===== config.mk =====
export PLATFORM = sky130hd
export DESIGN_NAME = led_scan_controller
export DESIGN_NICKNAME = d
export VERILOG_FILES = /design/src/rtl/led_scan_pkg.sv /design/src/rtl/led_frame_buffer.sv /design/src/rtl/led_scan_controller.sv
export SDC_FILE = /design/constraint.sdc
export NUM_CORES = 1
export LEC_CHECK = 0
export CAP_MARGIN = 20
export CORE_ASPECT_RATIO = 1.75
export CORE_UTILIZATION = 50
export CTS_BUF_LIST = sky130_fd_sc_hd__clkbuf_16
export CTS_CLUSTER_DIAMETER = 30
export CTS_CLUSTER_SIZE = 20
export DETAILED_ROUTE_END_ITERATION = 16
export DONT_BUFFER_PORTS = 1
export PLACE_DENSITY = 0.75
export SLEW_MARGIN = 5
export SYNTH_ARGS = -nofsm -noshare
export SYNTH_HDL_FRONTEND = slang
export SYNTH_SLANG_ARGS = --single-unit

===== constraint.sdc =====
create_clock -name clk -period 4.15 [get_ports clk]
set_input_delay 0.83 -clock clk [delete_from_list [all_inputs] [get_ports clk]]
set_output_delay 0.83 -clock clk [all_outputs]
set_load 0.005 [all_outputs]

===== src/rtl/led_scan_pkg.sv =====
// led_scan_pkg: shared state encoding and counter sizing for the LED column scanner
package led_scan_pkg;

    typedef enum logic [1:0] {IDLE, BLANK, DRIVE} state_t;

    // One shared counter must hold the larger of the dwell and blanking terminal values
    function automatic int cnt_width(input int dwell, input int blank);
        return $clog2(((dwell > blank) ? dwell : blank) + 1);
    endfunction

endpackage


===== src/rtl/led_frame_buffer.sv =====
// led_frame_buffer: pending/active frame double buffer with valid/ready intake and swap strobe
module led_frame_buffer #(
    parameter int W = 25
) (
    input  logic         clk,
    input  logic         rst_n,
    input  logic [W-1:0] cells_in,
    input  logic         cells_valid,
    output logic         cells_ready,
    input  logic         swap,
    output logic [W-1:0] cells
);

    logic [W-1:0] r_pend;
    logic [W-1:0] r_cells;
    logic         r_ready;

    assign cells_ready = r_ready;
    assign cells       = r_cells;

    // Swap only moves a held frame; intake only happens while empty, so the two never collide
    always_ff @(posedge clk or negedge rst_n) begin
        if (!rst_n) begin
            r_pend  <= '0;
            r_cells <= '0;
            r_ready <= 1'b1;
        end else if (swap && !r_ready) begin
            r_cells <= r_pend;
            r_ready <= 1'b1;
        end else if (cells_valid && r_ready) begin
            r_pend  <= cells_in;
            r_ready <= 1'b0;
        end
    end

endmodule


===== src/rtl/led_scan_controller.sv =====
// led_scan_controller: column scan sequencer with blanking and frame-boundary double buffering
// Optional PWM brightness on the driver enable when LED_SCAN_BRIGHTNESS_EN is defined.
module led_scan_controller
    import led_scan_pkg::*;
#(
    parameter int N            = 5,
    parameter int DWELL_CYCLES = 1000,
    parameter int BLANK_CYCLES = 16
) (
    input  logic                   clk,
    input  logic                   rst_n,
    input  logic                   enable,
`ifdef LED_SCAN_BRIGHTNESS_EN
    input  logic [$clog2(DWELL_CYCLES+1)-1:0] brightness,
`endif
    input  logic [N*N-1:0]         cells_in,
    input  logic                   cells_valid,
    output logic                   cells_ready,
    output logic [$clog2(N):0]     x,
    output logic                   ena,
    output logic [N*N-1:0]         cells,
    output logic                   frame_done
);

    localparam int             CW    = cnt_width(DWELL_CYCLES, BLANK_CYCLES);
    localparam int             XW    = $clog2(N) + 1;
    localparam logic [CW-1:0]  DLAST = CW'(DWELL_CYCLES - 1);
    localparam logic [CW-1:0]  BLAST = CW'((BLANK_CYCLES == 0) ? 0 : BLANK_CYCLES - 1);
    localparam logic [XW-1:0]  XLAST = XW'(N - 1);

    if (N < 1 || N > 8) $error("led_scan_controller: N must be in 1..8");
    if (DWELL_CYCLES < 1) $error("led_scan_controller: DWELL_CYCLES must be >= 1");

    state_t        r_state;
    logic [CW-1:0] r_cnt;
    logic [XW-1:0] r_x;
    logic          r_ena;
    logic          r_frame_done;
    logic          w_last;
    logic          w_swap;
    logic          w_on_first;
    logic          w_on_next;

`ifdef LED_SCAN_BRIGHTNESS_EN
    logic [CW:0]   w_cnt_inc;
    assign w_cnt_inc  = {1'b0, r_cnt} + (CW+1)'(1);
    assign w_on_first = (brightness != '0);
    assign w_on_next  = (w_cnt_inc < (CW+1)'(brightness));
`else
    assign w_on_first = 1'b1;
    assign w_on_next  = 1'b1;
`endif

    assign w_last     = enable && (r_state == DRIVE) && (r_cnt == DLAST) && (r_x == XLAST);
    assign w_swap     = w_last || (r_state == IDLE);
    assign x          = r_x;
    assign ena        = r_ena;
    assign frame_done = r_frame_done;

    // ena is registered one step ahead, so it is derived from the counter value being loaded
    always_ff @(posedge clk or negedge rst_n) begin
        if (!rst_n) begin
            r_state      <= IDLE;
            r_cnt        <= '0;
            r_x          <= '0;
            r_ena        <= 1'b0;
            r_frame_done <= 1'b0;
        end else if (!enable) begin
            r_state      <= IDLE;
            r_cnt        <= '0;
            r_x          <= '0;
            r_ena        <= 1'b0;
            r_frame_done <= 1'b0;
        end else begin
            case (r_state)
                IDLE: begin
                    r_frame_done <= 1'b0;
                    r_cnt        <= '0;
                    r_state      <= (BLANK_CYCLES == 0) ? DRIVE : BLANK;
                    r_ena        <= (BLANK_CYCLES == 0) ? w_on_first : 1'b0;
                end
                BLANK: begin
                    r_frame_done <= 1'b0;
                    if (r_cnt == BLAST) begin
                        r_state <= DRIVE;
                        r_cnt   <= '0;
                        r_ena   <= w_on_first;
                    end else begin
                        r_cnt   <= r_cnt + CW'(1);
                        r_ena   <= 1'b0;
                    end
                end
                default: begin
                    if (r_cnt == DLAST) begin
                        r_cnt        <= '0;
                        r_x          <= (r_x == XLAST) ? '0 : r_x + XW'(1);
                        r_frame_done <= (r_x == XLAST);
                        r_state      <= (BLANK_CYCLES == 0) ? DRIVE : BLANK;
                        r_ena        <= (BLANK_CYCLES == 0) ? w_on_first : 1'b0;
                    end else begin
                        r_cnt        <= r_cnt + CW'(1);
                        r_ena        <= w_on_next;
                        r_frame_done <= 1'b0;
                    end
                end
            endcase
        end
    end

    led_frame_buffer #(.W(N*N)) u_buf (
        .clk         (clk),
        .rst_n       (rst_n),
        .cells_in    (cells_in),
        .cells_valid (cells_valid),
        .cells_ready (cells_ready),
        .swap        (w_swap),
        .cells       (cells)
    );

endmodule


Word level (Yosys, flattened, before mapping)
Index checks and enable logic that the tools add are counted.

word-level totals
  flip-flop bits (word level) = 69
  latch bits = 0
  memory bits (writable) = 0
  memory bits (read-only) = 0
  input port bits = 29
  logic and storage cells = 54
  memories kept = 0

cells by class
  $add $sub $neg = 2
  multipliers = 0
  div/mod/pow operators = 0
  $lt $le $gt $ge = 0
  equal/unequal tests = 9
  shifts and indexed selects = 0
  muxes and demuxes = 21
  bitwise logic cells = 1
  reduce and logical (&&, ||, !) cells = 13

operators by type and width
  cell                     number
  $mux W10                 3
  $pmux W10 S2             1
  $mux W4                  4
  $add A10 B1 Y10 const B  1
  $eq A10 B10 Y1 const B   1
  $eq A10 B4 Y1 const B    1
  $mux W1                  8
  $mux W2                  3
  $reduce_and A2 Y1        3
  $logic_and A1 B1 Y1      5
  $add A4 B1 Y4 const B    1
  $eq A4 B3 Y1 const B     1
  $ne A4 B1 Y1 const B     1
  $pmux W2 S2              1
  $ne A3 B3 Y1 const B     1
  $eq A2 B1 Y1 const B     1
  $eq A2 B2 Y1 const B     1
  $logic_not A2 Y1         1
  $ne A2 B1 Y1 const B     1
  $ne A2 B2 Y1 const B     1
  $pmux W1 S2              1
  $reduce_bool A2 Y1       1
  $reduce_or A2 Y1         1
  $logic_not A1 Y1         1
  2 further kinds          2

Depth between registers and ports, before layout
Gate-level depths: netlist of the first run.

  depth after elaboration = 8
  mapped depth = 7
  mapped depth without buffers = 6

By module
From an unflattened synthesis of the first run, not the netlist that was laid out.

unflattened totals
  cell total of the unflattened synthesis = 204
  area, all modules = 2,936.6 µm²

by module, submodules not included
  module               instances  cells an instance  area each (µm²)
  led_frame_buffer     1          109                2,016.9
  led_scan_controller  1          95                 919.6

Least setup slack after synthesis of the first run
OpenSTA, ideal clock, no wires.

  kind = register -> register
  from = register r_cnt[4]
  to = register u_buf.r_cells[10], in the netlist u_buf.cells[10]
  setup time = 125 ps
  data arrival time = 1,923 ps
  data required time = 4,025 ps
  setup slack = 2,103 ps
  stages on the path, launching flop included = 6
  path buffers = 1
  clock period less this slack = 2,047 ps
  cells stage by stage = dfrtp_1 > nor3b_2 > nand4_4 > o41ai_4 > buf_6 > mux2_2

between the ends
  longest elaborated chain between the ends = 5

ends and longest elaborated chain
  item                               RTL line                    source
  start, declared                    led_scan_controller.sv:35   logic [CW-1:0] r_cnt;
  start signal, assigned             led_scan_controller.sv:89   r_cnt <= r_cnt + CW'(1);
  start signal, assigned             led_scan_controller.sv:101  r_cnt <= r_cnt + CW'(1);
  $eq A10 B10 Y1                     led_scan_controller.sv:54   assign w_last = enable && (r_state == DRIVE) && (r_cnt == DLAST) && (r_x == XLAST);
  $logic_and A1 B1 Y1 (2 in series)  led_scan_controller.sv:54
  $logic_or A1 B1 Y1                 led_scan_controller.sv:55   assign w_swap = w_last || (r_state == IDLE);
  $logic_and A1 B1 Y1                led_frame_buffer.sv:27      end else if (swap && !r_ready) begin
  end signal, assigned               led_frame_buffer.sv:28      r_cells <= r_pend;
  end, declared                      led_frame_buffer.sv:15      logic [W-1:0] r_cells;

Every way passes these cells.
A chain may end at the register's enable or synchronous reset.

Final worst setup path of the first run
  from = register r_cnt[4]
  to = register u_buf.r_cells[3], in the netlist u_buf.cells[3]

The elaborated chain is that of the path after synthesis.

==> results.md, run 1 <==
- Run status: complete, no violations
- CP Capture Type: register
- Net Sw Frac: 0.237
- Post-DP HPWL: approximately 3.2 mm
- Via count: approximately 1,500
- Clock power share: 0.352
- Post-Place Cell Area: between 2000 and 3000 sq um
- Share of power burned in registers: 0.534
- Largest net degree at the start of global routing: 70
- Top cells by area, synth: dfrtp_1, mux2_2, mux2_1
- Max-cap viol count: 0
- TritonCTS clock tree: yes
- Slew Limit Fails: 0
- Final Cell Area: 3180 sq um
- Core area: approximately 5300 sq um
- Min-Delay Path Class: in2async
- First-pass GRT wire length: between 7 and 8 mm
- Slew @ Worst Pin: 0.654 ns
- Final GP Congestion: between 0.7 and 0.8
- Flop2flop setup slack: approximately 1.7 ns
- Setup repair after global routing missed its margin: no
- Layout cells sized above 1: 0.318
- Clock Root Buffer: clkbuf_16
- Worst EP required: between 4 and 5 ns
- Startpoint types: register
- Setup violators final: 0
- Buffers on Ports: 0
- Area growth from synthesis to layout: 12.6%
- Hold_buf cts: 0
- Slowest cell on crit path: o41ai_4
- Cts bufs inserted: 9
- Skew final: roughly 0.006 ns
- Initial antenna violation count: 0
- Drt wl/cell: ~16 um
- Rows: 35
- Fin crit period: 2.46 ns
- DIE WIDTH: roughly 60 um
- Total negative setup slack: 0 ns
- Final WL: ~4.6 mm
- Die H: a little over 100 um
- Initial Util: 0.529
- Sequential area share after synthesis: 0.612
- IO Pins: 61
- Dominant cell type by area after synthesis: dfrtp_1
- Vias per cell: between 5 and 6
- 1st-iter DRT viols: 65
- Final Util: 0.596
- Multi-input logic area: approximately 1000 sq um
- Syn Std Cell Area: about 2800 sq um
- Max VDD drop: ~0.33 mV
- Remaining DRCs: 0
- Power Dens Cells: ~570 nW/um^2
- Combinational Power Share: 0.115
- WS Path Type: reg2reg
- Bufs on Longest Clock Path: 2
- Drt pass-1 iters: 4
- FMAX: between 0.4 and 0.5 GHz
- Final net count: about 240
- Cells after Synth: 200
- Depth of the worst register-to-register path: 5
- Sw Pwr: around 430 uW
- Fillers: 442
- Worst-path clk slew: approximately 0.050 ns
- Vias in the first global route: 1,576
- Slowest cell delay on critical path: about 0.65 ns
- Tcrit/Tclk final: 0.592
- Worst path cell trace: nor3b_2, nand4_4, o41ai_4, buf_4, mux2_2
- Clock Sinks: 69
- Post-synth top area share: 0.602
- Synth unique cells: 34
- Reg2reg end: u_buf.cells[3]
- Postcts setup bufs: 0
- Ys Warns: 0
- Critical Path AT: roughly 2.7 ns
- Tot Pwr: approximately 1800 uW
- Post-synthesis net count: 232
- Internal power: between 1000 and 1500 uW
- Hold Vio Cnt, Final: 0
- Seq cells post-synth: just under 70
- Mean post-synth cell area: roughly 14 sq um
- GRT Total Usage: 0.177
- Leakage power: 0.00139 uW
- GRT Residual Overflow: 0
- Max FO, Critical Path: 18
- Slew margin rel.: 0.563
- Post-CTS sizing: 0
- Worst r2r src: r_cnt[4]
- Die footprint: 5970 sq um
- H-tree depth: 3
- Sequential Area: approximately 1700 sq um
- Diode count: 0
- Final ANT Viol Nets: 0
- Latest clock arrival within the worst-skew pair: between 0.3 and 0.4 ns
==> sequential cells by signal, indices dropped and copies added, names as in the netlist <==
signal	cells
ena	1
frame_done	1
r_cnt	10
r_state	2
u_buf.cells	25
u_buf.cells_ready	1
u_buf.r_pend	25
x	4
==> critical path: cells and delay by family (launching register included) <==
kind	cells	cell delay [ns]
DFF	1	0.44
and+or+nand+nor	2	0.50
muxes	1	0.37
buffers and inverters	1	0.38
AOI/OAI and AO/OA	1	0.65
==> cell type report <==
class                   instances  share of cell area
clock inverters                 7              0.0106
clock buffers                   9              0.0708
well taps                      74              0.0291
flip-flops and latches         69               0.543
inverters                       6             0.00708
repair buffers                  2              0.0110
multi-input cells             121               0.328
==> stage by stage <==
step	setup slack, ns	hold WS [ns]	instances
2_1_floorplan	2.10	0.433	200
3_3_place_gp	1.72	0.446	271
3_5_place_dp	1.62	0.454	271
4_1_cts	1.64	0.190	287
5_1_grt	1.46	0.186	288
6_report	1.69	0.203	288
==> per-layer routing <==
metal | up-vias | GRT usage | part of all wire
met2 | 42 | 0.297 | 0.54
li1 | 721 | - | -
met5 | - | 0 | 0
met3 | 7 | 0.0587 | 0.057
met1 | 779 | 0.182 | 0.38
met4 | 0 | 0.121 | 0.024
==> power by group through the flow <==
stage | logic, uW | registers, uW | clock network, uW
2_1_floorplan | 187 | 943 | 0
6_report | 209 | 972 | 640
5_1_grt | 232 | 995 | 687
3_3_place_gp | 196 | 980 | 0
3_5_place_dp | 208 | 987 | 0
4_1_cts | 208 | 976 | 663
==> cells in the mapped netlist <==
master,instances
xor2_1,3
nor2_1,12
buf_6,2
a21oi_1,6
and4_4,1
ha_1,3
nand4_1,1
mux2_1,5
or3b_2,1
clkbuf_1,2
nor3b_2,1
or3_1,3
a32oi_2,1
mux2_2,45
dfstp_2,1
a2111o_1,1
nor4_1,1
xnor2_1,5
and3_1,3
o21ai_0,3
dfrtp_1,68
nand4_4,1
nand3_1,6
nor2b_1,1
inv_1,6
nand2b_1,1
o41ai_4,1
nand2_1,9
or4_1,2
and3b_1,1
a31oi_1,1
nor3_1,1
or2_2,1
a21o_1,1
==> cell usage in the layout, fill, tap and decap left out, types with 2 or more instances in the layout <==
master / instances
ha_1: 3
a21oi_1: 6
o21ai_0: 3
and3_1: 3
nor2_1: 12
nand3_1: 6
inv_1: 7
xor2_1: 3
clkinv_2: 3
mux2_2: 45
xnor2_1: 5
clkbuf_16: 9
clkinv_1: 2
or4_1: 2
dfrtp_1: 68
mux2_1: 5
or3_1: 3
nand2_1: 9
==> kinds of logic after synthesis <==
logic type	count (synthesis)	synth area share
flops	69	0.612
mux	50	0.199
simple gates	46	0.0921
compound gates	14	0.0403
buf+inv	10	0.0186
xor+xnor	8	0.0248
fa+ha+maj	3	0.0133
==> how the worst max path moves through the flow <==
stage / from / to / slack, ns / cells past startpoint
after floorplan: r_cnt[4] / u_buf.cells[10] / 2.10 / 5
after global placement: x[0] / u_buf.cells[5] / 1.72 / 7
after detailed placement: r_cnt[4] / u_buf.cells[3] / 1.62 / 5
after CTS: r_cnt[4] / u_buf.cells[3] / 1.64 / 5
after global routing: r_cnt[4] / u_buf.cells[3] / 1.46 / 5
final: r_cnt[4] / u_buf.cells[3] / 1.69 / 5
Power figures use the tool's default switching activity.
==> run 2, diff against run 1 <==
==> constraint.sdc (replaced) <==
create_clock -name clk -period 2.5 [get_ports clk]
set_input_delay 0.5 -clock clk [delete_from_list [all_inputs] [get_ports clk]]
set_output_delay 0.5 -clock clk [all_outputs]
set_load 0.005 [all_outputs]
==> run 2 against run 1 <==
Effect of this change: routed wire length grew 4.0%; final area increased by 0.90%; sequential share of layout area decreased by 0.49 points; largest cell class unchanged.
==> results.md, run 2 (synthesis gave the netlist of run 1 again) <==
- Sw Pwr: 775 uW (+80%)
- Max-cap viol count: 0 (unchanged)
- Rows: 35 (unchanged)
- Die H: 101 um (unchanged)
- Total negative setup slack: 0 ns (unchanged)
- WS Path Type: reg2reg
- Initial Util: 0.529 (unchanged)
- Die footprint: 5970 sq um (unchanged)
- Critical Path AT: 2.25 ns (-0.41 ns)
- Skew final: 0.00569 ns (-0.000314 ns)
- Clock power share: 0.357 (+0.005)
- Bufs on Longest Clock Path: 2 (unchanged)
- Layout cells sized above 1: 0.326 (+0.00782)
- Most frequent cells in the layout: dfrtp_1, mux2_2, nor2_1, nand2_1, clkbuf_16
- Worst EP required: 2.71 ns (-1.64 ns)
- Via count: 1,575 (+1.7%)
- GRT Total Usage: 0.178 (+0.00154)
- Buffers on Ports: 0 (unchanged)
- Initial antenna violation count: 0 (unchanged)
- Cts bufs inserted: 9 (unchanged)
- IO Pins: 61 (unchanged)
- Final net count: 242 (+0.41%)
- Slew @ Worst Pin: 0.537 ns (-0.117 ns)
- Tcrit/Tclk final: 0.819 (+0.227)
- Clock Sinks: 69 (unchanged)
- Final Util: 0.601 (+0.00539)
- Setup violators final: 0 (unchanged)
- Max VDD drop: 0.684 mV (+110%)
- Final GP Congestion: 0.765 (-3.2%)
- Slowest cell on crit path: dfrtp_1
- Power Dens Cells: 963 nW/um^2 (+68%)
- Drt pass-1 iters: 4 (unchanged)
- Vias per cell: 5.45 (+1.3%)
- Slew Limit Fails: 0 (unchanged)
- GRT Residual Overflow: 0 (unchanged)
- First-pass GRT wire length: 7.60 mm (+1.4%)
- Worst-path clk slew: 0.05 ns (about the same)
- CP Capture Type: register
- Share of power burned in registers: 0.522 (-0.012)
- Drt wl/cell: 16.5 um (+3.6%)
- Post-CTS sizing: 0 (unchanged)
- Internal power: 2320 uW (+67%)
- Area growth from synthesis to layout: 13.6%
- Vias in the first global route: 1,584 (+0.51%)
- Fin crit period: 2.05 ns (-0.408 ns)
- Run status: complete, no violations
- FMAX: 0.488 GHz (+20%)
- Max FO, Critical Path: 26 (+8)
- Core area: 5340 sq um (unchanged)
- Final ANT Viol Nets: 0 (unchanged)
- Combinational Power Share: 0.120 (+0.005)
- Net Sw Frac: 0.251 (+0.0138)
- 1st-iter DRT viols: 40 (-38%)
- Post-DP HPWL: 3.16 mm (-0.82%)
- H-tree depth: 3 (unchanged)
- Hold Vio Cnt, Final: 0 (unchanged)
- Min-Delay Path Class: in2async
- TritonCTS clock tree: yes
- Most common cell after layout, fill and taps aside: dfrtp_1
- Slew margin rel.: 0.642 (+0.0794)
- Final WL: 4.76 mm (+4.0%)
- Setup repair after global routing missed its margin: no
- Largest net degree at the start of global routing: 69 (-1.4%)
- Startpoint types: register
- Worst path cell trace: nor3b_2, nand4_4, o41ai_4, buf_12, mux2_2
- Remaining DRCs: 0 (unchanged)
- Latest clock arrival within the worst-skew pair: 0.32 ns (about the same)
- Slowest cell delay on critical path: 0.44 ns (-0.21 ns)
- Diode count: 0 (unchanged)
- Clock Root Buffer: clkbuf_16
- DIE WIDTH: 58.8 um (unchanged)
- Leakage power: 0.00139 uW (-0.38%)
run 2: cell types whose count changed in the layout (fill, tap and decap cells not counted):
cell,before,now
clkinv_2,3,1
buf_12,0,1
inv_1,7,6
clkinvlp_4,1,4
run 2: repair_timing:
item,CTS,global route
endpoints found under the setup margin,0,0
hold buffers,1,0
hold endpoints to repair,68,0
buffers inserted,0,0
run 2: worst max-delay path: cells and delay by family, from the launching register on:
kind / cells / cell delay [ns]
AND/OR/NAND/NOR: 2 / 0.50
multiplexers: 1 / 0.36
buffers and inverters: 1 / 0.24
AO/OA/AOI/OAI: 1 / 0.38
flip-flops: 1 / 0.44
run 2: power by group through the flow:
stage	sequential (uW)	clock (uW)	combinational, uW
3_3_place_gp	1630	0	331
4_1_cts	1620	1130	379
6_report	1610	1100	372
2_1_floorplan	1570	0	311
5_1_grt	1650	1180	410
3_5_place_dp	1640	0	350
run 2: area by class of cell:
type                            count  area [sq um]
Fill cell                         444          2130
Sequential cell                    69          1730
Multi-Input combinational cell    121          1040
Clock buffer                        9           225
Tap cell                           74          92.6
Timing Repair Buffer                3          55.1
Clock inverter                      7          42.5
Inverter                            6          22.5
run 2: metrics by stage:
step           hold slack [ns]  total power [uW]  worst slack (ns)  std cells  instance area [sq um]
6_report                0.0211              3090             0.452        289                   3210
5_1_grt                0.00418              3240             0.328        289                   3210
3_3_place_gp             0.206              1960             0.522        272                   2920
3_5_place_dp             0.206              1990             0.457        272                   2920
4_1_cts                0.00847              3130             0.439        289                   3210
2_1_floorplan            0.204              1880             0.453        200                   2830
run 2: per-layer routing:
| layer | global-route usage | wire, um |
|---|---|---|
| met3 | 0.0664 | 255 |
| met5 | 0 | 0 |
| met1 | 0.199 | 1910 |
| met2 | 0.287 | 2490 |
| met4 | 0.104 | 107 |
run 2: path summary, 6_finish.rpt:
path | slack, ns | depth (start not counted) | from | end
min in group clk | 0.30 | 2 | enable | r_state[0]
worst max-delay path | 0.45 | 5 | r_cnt[4] | u_buf.cells[2]
worst min-delay path | 0.02 | 0 | rst_n | u_buf.cells_ready
worst max register to register | 0.45 | 5 | r_cnt[4] | u_buf.cells[2]
worst min register to register | 0.47 | 1 | r_cnt[0] | r_cnt[0]
max in group asynchronous | 2.18 | 1 | rst_n | x[2]
==> run 3, diff against run 2 <==
--- a/config.mk
+++ b/config.mk
@@ -13,7 +13,7 @@
 export CTS_CLUSTER_SIZE = 20
 export DETAILED_ROUTE_END_ITERATION = 16
 export DONT_BUFFER_PORTS = 1
-export PLACE_DENSITY = 0.75
+export PLACE_DENSITY = 0.78
 export SLEW_MARGIN = 5
 export SYNTH_ARGS = -nofsm -noshare
 export SYNTH_HDL_FRONTEND = slang
==> constraint.sdc (replaced) <==
create_clock -name clk -period 1.7 [get_ports clk]
set_input_delay 0.34 -clock clk [delete_from_list [all_inputs] [get_ports clk]]
set_output_delay 0.34 -clock clk [all_outputs]
set_load 0.005 [all_outputs]
==> run 3 against run 2 <==
Effect of this change: the run now ends with negative hold slack, negative setup slack left; via count is 6.7% higher; final cell count is 7.6% higher; first-iteration DRC count grew 75%; combinational power is 56% higher; global-route usage increased by 1.7 points; fmax increased by 7.7%; utilization up 4.3 points; non-clock buffer count grew 23; register-to-register slack worse by 0.65 ns; setup slack lost 0.65 ns; sequential power is 48% higher; critical path depth unchanged; highest routed layer unchanged.
==> results.md, run 3 (synthesis gave the netlist of run 1 again) <==
- Run status: finished with violations
- Failing checks: negative hold slack, negative setup slack
- GR peak layer: met2
- Fillers: 419 (-5.6%)
- Fin crit period: 1.90 ns (-0.146 ns)
- Slowest cell delay on critical path: 0.40 ns (-0.04 ns)
- Min-Delay Path Class: in2async
- Post-DP HPWL: 3.53 mm (+12%)
- Tcrit/Tclk final: 1.12 (+0.299)
- Vias per cell: 5.40 (-0.88%)
- Final ANT Viol Nets: 0 (unchanged)
- Slowest cell on crit path: dfrtp_1
- Core area: 5340 sq um (unchanged)
- Net Sw Frac: 0.235 (-0.0161)
- Hold_ws: -0.291 ns (-0.312 ns)
- GRT Total Usage: 0.196 (+0.0171)
- Slew Limit Fails: 0 (unchanged)
- Combinational Power Share: 0.124 (+0.004)
- Max VDD drop: 0.816 mV (+19%)
- TritonCTS clock tree: yes
- Final Cell Area: 3440 sq um (+7.2%)
- IO Pins: 61 (unchanged)
- DIE WIDTH: 58.8 um (unchanged)
- Slew margin rel.: 0.771 (+0.129)
- Total negative setup slack: -5.76 ns (-5.76 ns)
- Cts bufs inserted: 9 (unchanged)
- Drt pass-1 iters: 4 (unchanged)
- Worst-path clk slew: 0.05 ns (about the same)
- Buffers on Ports: 0 (unchanged)
- Max-cap viol count: 0 (unchanged)
- Critical Path AT: 2.10 ns (-0.15 ns)
- Post-Place Cell Area: 3080 sq um (+5.5%)
- Die footprint: 5970 sq um (unchanged)
- Remaining DRCs: 0 (unchanged)
- CP Capture Type: register
- Final worst slack: -0.201 ns (-0.654 ns)
- GRT Residual Overflow: 0 (unchanged)
- Initial antenna violation count: 0 (unchanged)
- GR Util met3: 0.0536 (-0.0128)
- Largest net degree at the start of global routing: 70 (+1.4%)
- H-tree depth: 3 (unchanged)
- Clock Sinks: 69 (unchanged)
- First-pass GRT wire length: 8.34 mm (+9.6%)
- Power Dens Cells: 1370 nW/um^2 (+42%)
- Hold Vio Cnt, Final: 69 (+69)
- Skew final: 0.00700 ns (+0.00131 ns)
- Worst EP required: 1.90 ns (-0.81 ns)
- Final net count: 265 (+9.5%)
- Worst path cell trace: nor3b_4, nand4_4, o41ai_4, buf_4, mux2_2
- Via count: 1,680 (+6.7%)
- Clock power share: 0.369 (+0.012)
- WS Path Type: reg2reg
- Grt met1 use: 0.203 (+0.00343)
- Most frequent cells in the layout: dfrtp_1, mux2_2, buf_4, nor2_1, clkbuf_16
- 1st-iter DRT viols: 70 (+75%)
- Diode count: 0 (unchanged)
- Setup violators final: 38 (+38)
- DP Cell Count: 295 (+8.5%)
- Vias in the first global route: 1,797 (+13%)
- Startpoint types: register
- FMAX: 0.526 GHz (+7.7%)
- Initial Util: 0.529 (unchanged)
- Drt wl/cell: 16.9 um (+2.9%)
- Clock Root Buffer: clkbuf_16
- CP top delay family: flip-flops
- Final GP Congestion: 0.770 (+0.63%)
- Layout cells sized above 1: 0.418 (+0.0921)
- Die H: 101 um (unchanged)
- Sw Pwr: 1100 uW (+42%)
- Setup repair after global routing missed its margin: yes
- Max FO, Critical Path: 9 (-65%)
- Internal power: 3600 uW (+55%)
- Slew @ Worst Pin: 0.343 ns (-0.194 ns)
- Finished Layout Cells: 311 (+7.6%)
- Area growth from synthesis to layout: 21.8%
- M2 GR Usage: 0.337 (+0.0507)
- Share of power burned in registers: 0.507 (-0.015)
- Most common cell after layout, fill and taps aside: dfrtp_1
- Bufs on Longest Clock Path: 2 (unchanged)
- Final WL: 5.27 mm (+11%)
- Rows: 35 (unchanged)
- CP Buf/Inv Count: 1 (unchanged)
- Leakage power: 0.00155 uW (+12%)
- Latest clock arrival within the worst-skew pair: 0.32 ns (about the same)
## run 3: repair_timing
action / in CTS / in global routing
pin swaps: 2 / 2
setup buffers: 0 / 1
gates resized for setup: 8 / 11
endpoints found under the hold margin: 69 / 69
endpoints found under the setup margin: 39 / 39
## run 3: layout make-up
class                   count  area, sq um  area share
flip-flops and latches     69         1730       0.502
repair buffers             26          203      0.0589
clock buffers               9          225      0.0654
clock inverters             6         57.6      0.0167
well taps                  74         92.6      0.0269
multi-input cells         121         1110       0.324
inverters                   6         22.5     0.00654
## run 3: worst paths after layout
| path | slack [ns] | end | from | cells after the start |
|---|---|---|---|---|
| min in group clk | 0.14 | r_state[0] | enable | 2 |
| max | -0.20 | u_buf.cells[1] | r_cnt[4] | 5 |
| max reg2reg | -0.20 | u_buf.cells[1] | r_cnt[4] | 5 |
| min | -0.29 | u_buf.cells[16] | rst_n | 0 |
| min reg2reg | 0.49 | u_buf.cells[20] | u_buf.r_pend[20] | 1 |
| max in group asynchronous | 1.80 | u_buf.cells_ready | rst_n | 0 |
## run 3: per-stage QoR
| step | power (uW) | setup WS [ns] | utilization |
|---|---|---|---|
| floorplan | 2760 | -0.332 | - |
| global placement | 2890 | -0.149 | 0.576 |
| detailed placement | 2930 | -0.178 | 0.576 |
| CTS | 4690 | -0.193 | 0.635 |
| global route | 4910 | -0.259 | 0.644 |
| finish | 4700 | -0.201 | 0.644 |
## run 3: power groups by stage
stage	combinational (uW)	clock [uW]	sequential (uW)
after floorplan	457	0	2300
after global placement	492	0	2400
after detailed placement	518	0	2410
after CTS	526	1780	2390
after global routing	630	1840	2440
final	581	1740	2380
## run 3: layer usage
metal	vias to the layer above	part of all wire
li1	772	-
met1	845	0.37
met2	48	0.55
met3	15	0.042
met4	0	0.033
met5	-	0
